===== src/rtl/mem_port_arbiter.sv =====
// mem_port_arbiter: shares one memory port between fetch and data with bounded data priority and routes read returns.
module mem_port_arbiter #(
  parameter int MAX_DATA_RUN = 4,
  parameter int ADDR_W = 32,
  parameter int DATA_W = 32
) (
  input  logic              clk,
  input  logic              reset,
  input  logic              if_req,
  input  logic [ADDR_W-1:0] if_addr,
  output logic              if_gnt,
  output logic              if_rvalid,
  output logic [DATA_W-1:0] if_rdata,
  input  logic              d_req,
  input  logic              d_we,
  input  logic [2:0]        d_funct3,
  input  logic [ADDR_W-1:0] d_addr,
  input  logic [DATA_W-1:0] d_wdata,
  output logic              d_gnt,
  output logic              d_rvalid,
  output logic [DATA_W-1:0] d_rdata,
  output logic [ADDR_W-1:0] mem_address,
  output logic              mem_wren,
  output logic [2:0]        mem_funct3,
  output logic [DATA_W-1:0] mem_data_in,
  input  logic [DATA_W-1:0] mem_data_out,
  output logic              busy
);
  typedef enum logic [1:0] {NONE, OWN_IF, OWN_D} owner_t;
  localparam logic [3:0] MAX = MAX_DATA_RUN[3:0];
  owner_t owner;
  logic [3:0] run_cnt;
  logic [ADDR_W-1:0] addr_q;
  logic [2:0] f3_q;
  logic [DATA_W-1:0] wd_q;
  logic d_win;
  always_comb begin
    d_win = d_req & (~if_req | (run_cnt < MAX));
    d_gnt = ~reset & d_win;
    if_gnt = ~reset & if_req & ~d_win;
    mem_address = reset ? '0 : d_gnt ? d_addr : if_gnt ? if_addr : addr_q;
    mem_funct3 = reset ? 3'b000 : d_gnt ? d_funct3 : if_gnt ? 3'b010 : f3_q;
    mem_data_in = reset ? '0 : (d_gnt | if_gnt) ? d_wdata : wd_q;
    mem_wren = d_gnt & d_we;
    busy = ~reset & (if_req | d_req | (owner != NONE));
    if_rvalid = owner == OWN_IF;
    d_rvalid = owner == OWN_D;
    if_rdata = mem_data_out;
    d_rdata = mem_data_out;
  end
  // Held drive values track the muxed outputs, which equal the last grant when idle.
  always_ff @(posedge clk or posedge reset) begin
    if (reset) begin
      owner <= NONE;
      run_cnt <= '0;
      addr_q <= '0;
      f3_q <= '0;
      wd_q <= '0;
    end else begin
      owner <= if_gnt ? OWN_IF : (d_gnt & ~d_we) ? OWN_D : NONE;
      run_cnt <= (if_gnt | ~if_req) ? 4'd0 : (d_gnt && run_cnt < MAX) ? run_cnt + 4'd1 : run_cnt;
      addr_q <= mem_address;
      f3_q <= mem_funct3;
      wd_q <= mem_data_in;
    end
  end
endmodule


===== config.mk =====
export PLATFORM = sky130hd
export DESIGN_NAME = mem_port_arbiter
export DESIGN_NICKNAME = d
export VERILOG_FILES = /design/src/rtl/mem_port_arbiter.sv
export SDC_FILE = /design/constraint.sdc
export NUM_CORES = 1
export LEC_CHECK = 0
export ABC_AREA = 1
export CAP_MARGIN = 20
export CORE_AREA = 2 2 106 108
export CTS_BUF_LIST = sky130_fd_sc_hd__clkbuf_8
export CTS_CLUSTER_SIZE = 24
export DETAILED_ROUTE_END_ITERATION = 10
export DIE_AREA = 0 0 108 110
export GPL_TIMING_DRIVEN = 0
export PLACE_DENSITY = 0.82
export SYNTH_ARGS = -nofsm -noshare
export SYNTH_HDL_FRONTEND = slang
export SYNTH_SLANG_ARGS = --single-unit

===== constraint.sdc =====
create_clock -name clk -period 2.3 [get_ports clk]
set_input_delay 0.23 -clock clk [delete_from_list [all_inputs] [get_ports clk]]
set_output_delay 0.23 -clock clk [all_outputs]
set_load 0.02 [all_outputs]

# Word-level counts from Yosys, hierarchy flattened
# Cells that the tools add are included.
[totals] reg_bits=73 inputBits=136 out_inout_bits=137 word_cells=40
[op_classes] n_addsub=1 n_lt_le_gt_ge=1 n_eq_ne=2 n_mux=12 bitwise=16 n_reduce_logical=3
[op_table] operator="$mux W32" n=5
[op_table] operator="$mux W3" n=3
[op_table] operator="$mux W4" n=2
[op_table] operator="$and A1 B1 Y1" n=7
[op_table] operator="$or A1 B1 Y1" n=5
[op_table] operator="$add A4 B1 Y4 const B" n=1
[op_table] operator="$lt A4 B3 Y1 const B" n=1
[op_table] operator="$mux W2" n=2
[op_table] operator="$not A1 Y1" n=4
[op_table] operator="$reduce_bool A2 Y1" n=2
[op_table] operator="$eq A2 B1 Y1 const B" n=1
[op_table] operator="$eq A2 B2 Y1 const B" n=1
[op_table] operator="$logic_and A1 B1 Y1" n=1

# Longest topological paths before layout
# Gate-level depths: netlist of the first run.
[depth] ltp_word=8 mapped_depth=9 ltp_nobuf=7

# Worst setup path after synthesis of the first run
# OpenSTA, ideal clock, no wires.
[synth_path] path_kind="input to output" startpoint="input reset" endpoint="output mem_data_in[22]" arrival_time_ns=2.091 required_time_ns=2.070 slack_ns=-0.021 stages=5 n_path_buf=2 path_cell_list="inv_2 clkbuf_2 buf_2 o21ai_0 nor2_1"
[synth_between] elab_chain_cells=6 word_cells_on_any_way=7 classes_between="mux: 2; bitwise: 5"
[synth_lines] item="start: declaration" line="8" text="input logic reset,"
[synth_lines] item="$not A1 Y1" line="39, 40"
[synth_lines] item="$and A1 B1 Y1 (2 in a row)" line="40" text="if_gnt = ~reset & if_req & ~d_win;"
[synth_lines] item="$or A1 B1 Y1" line="43" text="mem_data_in = reset ? '0 : (d_gnt | if_gnt) ? d_wdata : wd_q;"
[synth_lines] item="$mux W32" line="43"
[synth_lines] item="$mux W32 *" line="43"
[synth_lines] item="end: declaration" line="25" text="output logic [DATA_W-1:0] mem_data_in,"
# Mark *: on every way between the ends. The rest lies on a longest branch, timed or not.

# Final worst setup path of the first run
[layout_path] startpoint="register run_cnt[3]" endpoint="output if_gnt"
[layout_between] elab_chain_cells=5
[layout_lines] item="start: declaration" line="32" text="logic [3:0] run_cnt;"
[layout_lines] item="start signal: assignment" line="61" text="run_cnt <= (if_gnt | ~if_req) ? 4'd0 : (d_gnt && run_cnt < MAX) ? run_cnt + 4'd1 : run_cnt;"
[layout_lines] item="$lt A4 B3 Y1" line="38" text="d_win = d_req & (~if_req | (run_cnt < MAX));"
[layout_lines] item="$or A1 B1 Y1" line="38"
[layout_lines] item="$and A1 B1 Y1" line="38"
[layout_lines] item="$not A1 Y1" line="40"
[layout_lines] item="$and A1 B1 Y1" line="40"
[layout_lines] item="end: declaration" line="11" text="output logic if_gnt,"
# Every way passes these cells.

==> qor.tcl, run 1 <==
set qor(outcome) {finished clean}
set qor(synth.avg_cell_area_um2) 8.86
set qor(post-cts-setup-buffers) 0
set qor(finalCritPeriodShare_pct) 94.9
set qor(nets) 813
set qor(critical_path_peak_fanout) 6
set qor(power.density_cell_area_nw_per_um2) 571
set qor(avgViaCountPerCell) 4.73
set qor(cts-root-to-sink-buffers) 2
set qor(cp-start-kind) {register}
set qor(row_count) 38
set qor(worstPathBufferInverterCount) 2
set qor(ir_worst_vdd_v) 0.000396
set qor(crit_cells) 5
set qor(dr_total_vias) 3881
set qor(mappedNetlistArea_um2) 3770
set qor(later_pin_clock_latency_in_the_skew_report_ns) 0.34
set qor(grt_first_pass_wirelength_um) 19200
set qor(grt_start_max_net_pins) 42
set qor(synth_seq_area_share_pct) 48.4
set qor(slew_violations) 0
set qor(max_clock_freq_mhz) 458
set qor(synthesis.yosys.warnings) 0
set qor(drt-initial-drc-count) 220
set qor(htree_levels) 3
set qor(ys_ff_latch) 73
set qor(most-common-layout-cells) {182 x clkdlybuf4s50_1, 73 x dfrtp_1, 65 x buf_4}
set qor(worst_r2r_path_depth) 6
set qor(final_weighted_congestion_in_routability_driven_placement) 0.796
set qor(drt-pass1-iter-count) 4
set qor(critical_path.max_stage_delay_ns) 0.57
set qor(synth_area_leader_cell) {dfrtp_1}
set qor(hpwlAfterDp_um) 9730
set qor(synth.distinct_cells) 28
set qor(regToRegEndpoint) {addr_q[14]}
set qor(layout-drive-gt1-share_pct) 20.9
set qor(floorplan.io_pins) 273
set qor(area.growth.synth_to_final_pct) 72.8
set qor(tritoncts.num_buffers) 9
set qor(criticalPathCategory) {reg -> out}
set qor(cts_hold_repair.buffers) 0
set qor(grt.total_usage_pct) 20.6
set qor(die-height_um) 110
set qor(max_slew_margin_pct) 67.2
set qor(worst_endpoint_data_arrival_time_ns) 1.95
set qor(setup_violations) 0
set qor(finalCriticalPeriod_ns) 2.18
set qor(layout.filler_cells) 944
set qor(most_common_library_cell_in_the_layout_ignoring_fill_and_taps) {clkdlybuf4s50_1}
set qor(hold_depth) 3
set qor(timing.hold.worst.start) {if_req}
set qor(setup_ws_ns) 0.118
set qor(postRouteAntennaNets) 0
set qor(netlist_top_cells_area) {dfrtp_1 48%, buf_4 13%, o21ai_0 6.9%}
set qor(worstHoldPathType) {in -> reg}
set qor(critical-path-slowest-cell) {clkdlybuf4s50_1}
set qor(end_kind) {primary output}
set qor(floorplan.core_area_um2) 10700
set qor(r2r_start) {run_cnt[3]}
set qor(fin_worst_skew_ns) 0.00424
set qor(p_leak_nw) 3.14
set qor(min_delay_worst_endpoint) {run_cnt[3]}
set qor(cts.reportedPaths.clkPinSlew_ns) 0.08
set qor(remaining_drc_errors) 0
set qor(critical_path_required_ns) 2.07
set qor(clkSinkCount) 73
set qor(cts_root_buf) {clkbuf_8}
set qor(gr-total-overflow) 0
set qor(timing.critical_path.cells) {o21ai_4 > nand2_4 > nand2_1 > inv_1 > clkdlybuf4s50_1}
set qor(synth_nets) 563
set qor(design.die.area_um2) 11900
set qor(synth_top_area_share_pct) 48.4
set qor(reg2reg_slack_ns) 0.89
set qor(finalHoldViolations) 0
set qor(power_w) 0.00373
set qor(cts_tree) {done}
set qor(initial_core_util_pct) 35.3
set qor(number_of_antenna_violations_at_the_first_check_in_global_routing) 0
set qor(antenna_cells) 0
set qor(routed_wire_length_per_instance_um) 15.4
set qor(buffer_ports.inserted) 238
set qor(fp.dieW_um) 108
set qor(drt_wl_total_um) 12700
set qor(critical-path-top-delay-family) {buffers and inverters}
set qor(max_cap_viols) 0
set qor(syn-instance-count) 426
set qor(grt_setup_unrepaired) {no}
set qor(worstMarginPinSlew_ns) 0.493
set qor(grt_pass1_vias) 3993
set qor(dp_worst_setup_slack_ns) -1.13
cells in the mapped netlist:
cell and n:
dfrtp_1 73, buf_4 65, nand2_1 55, o21ai_0 52, nor2_1 44, nor3_1 33
o22ai_1 24, inv_1 12, clkbuf_1 10, nand3_1 10, o21ai_2 10, buf_2 8
buf_6 7, inv_2 4, o21ai_1 3, a21boi_0 2, clkbuf_2 2, nor2_4 2
a31oi_1 1, buf_1 1, ha_1 1, nand2_2 1, nand2_4 1, nand3_4 1
nand4_1 1, o21ai_4 1, o31ai_1 1, xor2_1 1
layout make-up:
class                   count  area (µm²)  share of cell area (%)
multi-input cells         244        1230                    18.9
repair buffers            239        2290                    35.1
well taps                 140         175                    2.69
clock buffers               9         124                    1.90
plain buffers              93         684                    10.5
flip-flops and latches     73        1830                    28.0
clock inverters             7         134                    2.05
inverters                  16        60.1                   0.921
worst min-delay path: stages:
cell     delay, ns
buf_6         0.13
nand2_1       0.09
nor2_1        0.04
what timing repair did:
action / in CTS / in global routing
gates cloned: 1 / 0
endpoints found under the setup margin: 68 / 41
pin swaps: 0 / 1
gates resized for setup: 56 / 75
where the power goes:
| part | internal, W | switching [W] | total (W) |
|---|---|---|---|
| Combinational | 0.000519 | 0.000507 | 0.00103 |
| Clock | 0.000823 | 0.000481 | 0.00130 |
| Sequential | 0.00137 | 0.0000271 | 0.00140 |
| Total | 0.00271 | 0.00102 | 0.00373 |
per-layer routing:
metal / wire length (µm) / up-vias / track usage, % / share of wire (%)
met1: 4920 / 1822 / 22.9 / 39
met2: 6530 / 171 / 37.7 / 52
li1: - / 1863 / - / -
met4: 288 / 0 / 8.79 / 2.3
met3: 935 / 25 / 4.76 / 7.4
met5: 0 / - / 0 / 0
flip-flops by register name (all words and copies together) (netlist names):
register / flops
wd_q: 32
owner: 2
f3_q: 3
addr_q: 32
run_cnt: 4
kinds of logic after synthesis:
family                   after synthesis  share of synthesized area, %
flip-flops                            73                          48.4
adder cells (fa/ha/maj)                1                         0.331
AO/OA/AOI/OAI                         94                          14.8
XOR/XNOR                               1                         0.232
AND/OR/NAND/NOR                      148                          17.2
buffers and inverters                109                          19.0
stage by stage:
step                      std cells  util [%]  TNS [ns]  hold WS [ns]  instance area, µm²
final                           821      61.0         0         0.181                6520
after global routing            821      61.0         0         0.192                6520
after CTS                       821      61.6         0         0.162                6590
after detailed placement        804      59.2    -23.36         0.493                6330
after global placement          804      59.2    -20.49         0.486                6330
after floorplan                 426         -         0         0.296                3780
worst max-delay path by stage:
stage	startpoint	endpoint	slack, ns
CTS	run_cnt[2]	mem_address[3]	0.01
finish	run_cnt[3]	if_gnt	0.12
detailed placement	reset	mem_data_in[27]	-1.13
global placement	reset	mem_data_in[25]	-1.03
floorplan	reset	mem_data_in[22]	0.43
global route	run_cnt[3]	mem_address[28]	0.01
Power figures use the tool's default switching activity.
==> run 2: changes to the inputs <==
--- a/config.mk
+++ b/config.mk
@@ -7,13 +7,14 @@
 export LEC_CHECK = 0
 export ABC_AREA = 1
 export CAP_MARGIN = 20
-export CORE_AREA = 2 2 106 108
+export CORE_ASPECT_RATIO = 1.25
+export CORE_MARGIN = 3
+export CORE_UTILIZATION = 32
 export CTS_BUF_LIST = sky130_fd_sc_hd__clkbuf_8
 export CTS_CLUSTER_SIZE = 24
 export DETAILED_ROUTE_END_ITERATION = 10
-export DIE_AREA = 0 0 108 110
 export GPL_TIMING_DRIVEN = 0
-export PLACE_DENSITY = 0.82
+export PLACE_DENSITY = 0.78
 export SYNTH_ARGS = -nofsm -noshare
 export SYNTH_HDL_FRONTEND = slang
 export SYNTH_SLANG_ARGS = --single-unit
==> constraint.sdc (replaced) <==
create_clock -name clk -period 1.8 [get_ports clk]
set_input_delay 0.18 -clock clk [delete_from_list [all_inputs] [get_ports clk]]
set_output_delay 0.18 -clock clk [all_outputs]
set_load 0.02 [all_outputs]
==> run 2 against run 1 <==
The flow now finishes with violations (negative setup slack). Clock-buffer cell count stayed put. Power is 17% higher. Global-route usage rose by 1.7 points. Clock skew increased by 0.00080 ns. Worst setup slack got worse by 0.32 ns. Register-to-register slack got worse by 0.68 ns. Flip-flop and latch count is the same. Die area grew 11%. Final cell count increased by 4.1%. First-iteration DRC count shrank 51%. Combinational power grew 52%. Highest routed layer unchanged.
==> qor.tcl, run 2 (synthesized netlist as in run 1, its figures left out) <==
set qor(outcome) {finished with violations}
set qor(violations) {negative setup slack}
set qor(cp-start-kind) {register}
set qor(totalNegativeSetupSlack_ns) -4.36 ;# -4.36 ns
set qor(ff_latch_area_um2) 1830 ;# unchanged
set qor(cts_root_buf) {clkbuf_8}
set qor(critical-path-slowest-cell) {dfrtp_1}
set qor(end_kind) {primary output}
set qor(grt_pass1_vias) 4118 ;# +3.1%
set qor(setup_ws_ns) -0.198 ;# -0.316 ns
set qor(remaining_drc_errors) 0 ;# unchanged
set qor(gr-total-overflow) 0 ;# unchanged
set qor(criticalPathCategory) {reg -> out}
set qor(grt_first_pass_wirelength_um) 22200 ;# +16%
set qor(design.die.area_um2) 13100 ;# +11%
set qor(power_w) 0.00438 ;# +17%
set qor(final_core_utilization_pct) 63.3 ;# +2.3 points
set qor(fin_worst_skew_ns) 0.00504 ;# +0.000798 ns
set qor(worst_case_hold_slack_ns) 0.137 ;# -0.0439 ns
set qor(slew_violations) 0 ;# unchanged
set qor(cts_hold_repair.buffers) 0 ;# unchanged
set qor(fp.dieW_um) 103 ;# -4.5%
set qor(row_count) 43 ;# +13%
set qor(later_pin_clock_latency_in_the_skew_report_ns) 0.34 ;# about the same
set qor(most-common-layout-cells) {166 x clkdlybuf4s50_1, 100 x buf_4, 73 x dfrtp_1}
set qor(tritoncts.num_buffers) 9 ;# unchanged
set qor(timing.critical_path.cells) {o21ai_4 > nand2_4 > nand2_2 > buf_4 > o21ai_0 > buf_4}
set qor(power.density_cell_area_nw_per_um2) 612 ;# +7.1%
set qor(critical_path.max_stage_delay_ns) 0.42 ;# -0.15 ns
set qor(setup_violations) 35 ;# +35
set qor(number_of_antenna_violations_at_the_first_check_in_global_routing) 0 ;# unchanged
set qor(hpwlAfterDp_um) 11400 ;# +17%
set qor(cts-root-to-sink-buffers) 2 ;# unchanged
set qor(grt_setup_unrepaired) {yes}
set qor(final_weighted_congestion_in_routability_driven_placement) 0.808 ;# +1.4%
set qor(dr_total_vias) 4132 ;# +6.5%
set qor(layout.filler_cells) 940 ;# -0.42%
set qor(finalCriticalPeriod_ns) 2.00
set qor(max_cap_viols) 0 ;# unchanged
set qor(worstHoldPathType) {in -> reg}
set qor(p_leak_nw) 3.44 ;# +9.7%
set qor(most_common_library_cell_in_the_layout_ignoring_fill_and_taps) {clkdlybuf4s50_1}
set qor(grt_start_max_net_pins) 42 ;# unchanged
set qor(drt_wl_total_um) 15700 ;# +24%
set qor(ir_worst_vdd_v) 0.000364 ;# -8.1%
set qor(worst_path_most_repeated_cell) {buf_4}
set qor(initial_core_util_pct) 33.4 ;# -1.9 points
set qor(clkSinkCount) 73 ;# unchanged
set qor(drt-initial-drc-count) 108 ;# -51%
set qor(die-height_um) 127 ;# +16%
set qor(antenna_cells) 0 ;# unchanged
set qor(floorplan.core_area_um2) 11300 ;# +5.6%
set qor(buffer_ports.inserted) 238 ;# unchanged
set qor(layout-drive-gt1-share_pct) 36.4 ;# +16 points
set qor(critical_path_required_ns) 1.62 ;# -0.45 ns
set qor(nets) 856 ;# +5.3%
set qor(postRouteAntennaNets) 0 ;# unchanged
set qor(worstMarginPinSlew_ns) 0.490 ;# -0.00234 ns
set qor(finalHoldViolations) 0 ;# unchanged
set qor(finalCritPeriodShare_pct) 111
set qor(htree_levels) 3 ;# unchanged
set qor(area.growth.synth_to_final_pct) 89.5
set qor(grt.total_usage_pct) 22.3 ;# +1.7 points
set qor(cts.reportedPaths.clkPinSlew_ns) 0.07 ;# about the same
set qor(routed_wire_length_per_instance_um) 18.4 ;# +19%
set qor(max_slew_margin_pct) 67.3 ;# +0.16 points
set qor(dp_worst_setup_slack_ns) -1.57 ;# -0.443 ns
set qor(max_clock_freq_mhz) 500
set qor(cts_tree) {done}
set qor(layout_top_registers) {addr_q (32), wd_q (32), run_cnt (4)}
set qor(avgViaCountPerCell) 4.83 ;# +2.2%
set qor(critical_path_peak_fanout) 10 ;# +4
set qor(multi_input_area_um2) 1440 ;# +17%
set qor(worst_endpoint_data_arrival_time_ns) 1.82 ;# -0.13 ns
set qor(floorplan.io_pins) 273 ;# unchanged
set qor(drt-pass1-iter-count) 4 ;# unchanged
run 2: cell types whose count changed in the layout (fill, tap and decap cells not counted), moves of 7 or more:
cell	previous run	this run
buf_4	65	100
buf_6	7	41
clkbuf_2	25	18
clkdlybuf4s50_1	182	166
dlygate4sd2_1	21	13
nand2_1	55	35
nand2_2	1	14
nand2_4	1	8
nand3_1	10	3
nand3_2	0	7
o21ai_0	51	36
o21ai_2	10	20
run 2: worst paths after layout:
path	from	end	slack (ns)	depth (start not counted)
worst min-delay path	if_req	run_cnt[3]	0.14	3
min in group asynchronous	reset	addr_q[15]	0.35	4
worst max register to register	run_cnt[2]	addr_q[7]	0.21	7
worst max-delay path	run_cnt[2]	mem_address[9]	-0.20	6
worst min register to register	run_cnt[0]	run_cnt[0]	0.51	1
max in group asynchronous	reset	wd_q[25]	1.07	4
run 2: cell type report:
class | instances | area share, %
buffer | 93 | 10.1
clock buffer | 9 | 1.73
clock inverter | 3 | 0.192
inverter | 16 | 1.01
multi-input combinational | 244 | 20.1
sequential | 73 | 25.5
tap | 135 | 2.36
timing repair buffer | 282 | 38.9
run 2: timing repair:
action / CTS / global route
resized for setup: 329 / 95
buffers inserted: 20 / 18
pin swaps: 7 / 13
gates cloned: 4 / 2
setup endpoints to repair: 80 / 60
run 2: worst max-delay path, delay by kind of cell (launching register included):
kind / cells / cell delay, ns
AOI/OAI and AO/OA: 2 / 0.40
buffers and inverters: 2 / 0.43
and+or+nand+nor: 2 / 0.22
DFF: 1 / 0.42
run 2: metal layers:
metal,vias to the layer above,part of all wire (%),wire [µm],GRT usage [%]
li1,1946,-,-,-
met1,1958,34,5410,23.4
met4,0,2.2,353,8.16
met5,-,0,0,0
met3,23,11,1650,8.85
met2,205,53,8290,39.5
run 2: stage by stage:
stage	instance area, µm²	std cells
floorplan	3780	426
CTS	6830	835
finish	7150	855
detailed placement	6330	799
global route	7150	855
global placement	6330	799
run 2: power by group:
part / total [W] / switching [W] / internal, W
sequential: 0.00178 / 0.0000333 / 0.00175
clock: 0.00102 / 0.000565 / 0.000460
combinational: 0.00157 / 0.000749 / 0.000820
total: 0.00438 / 0.00135 / 0.00303
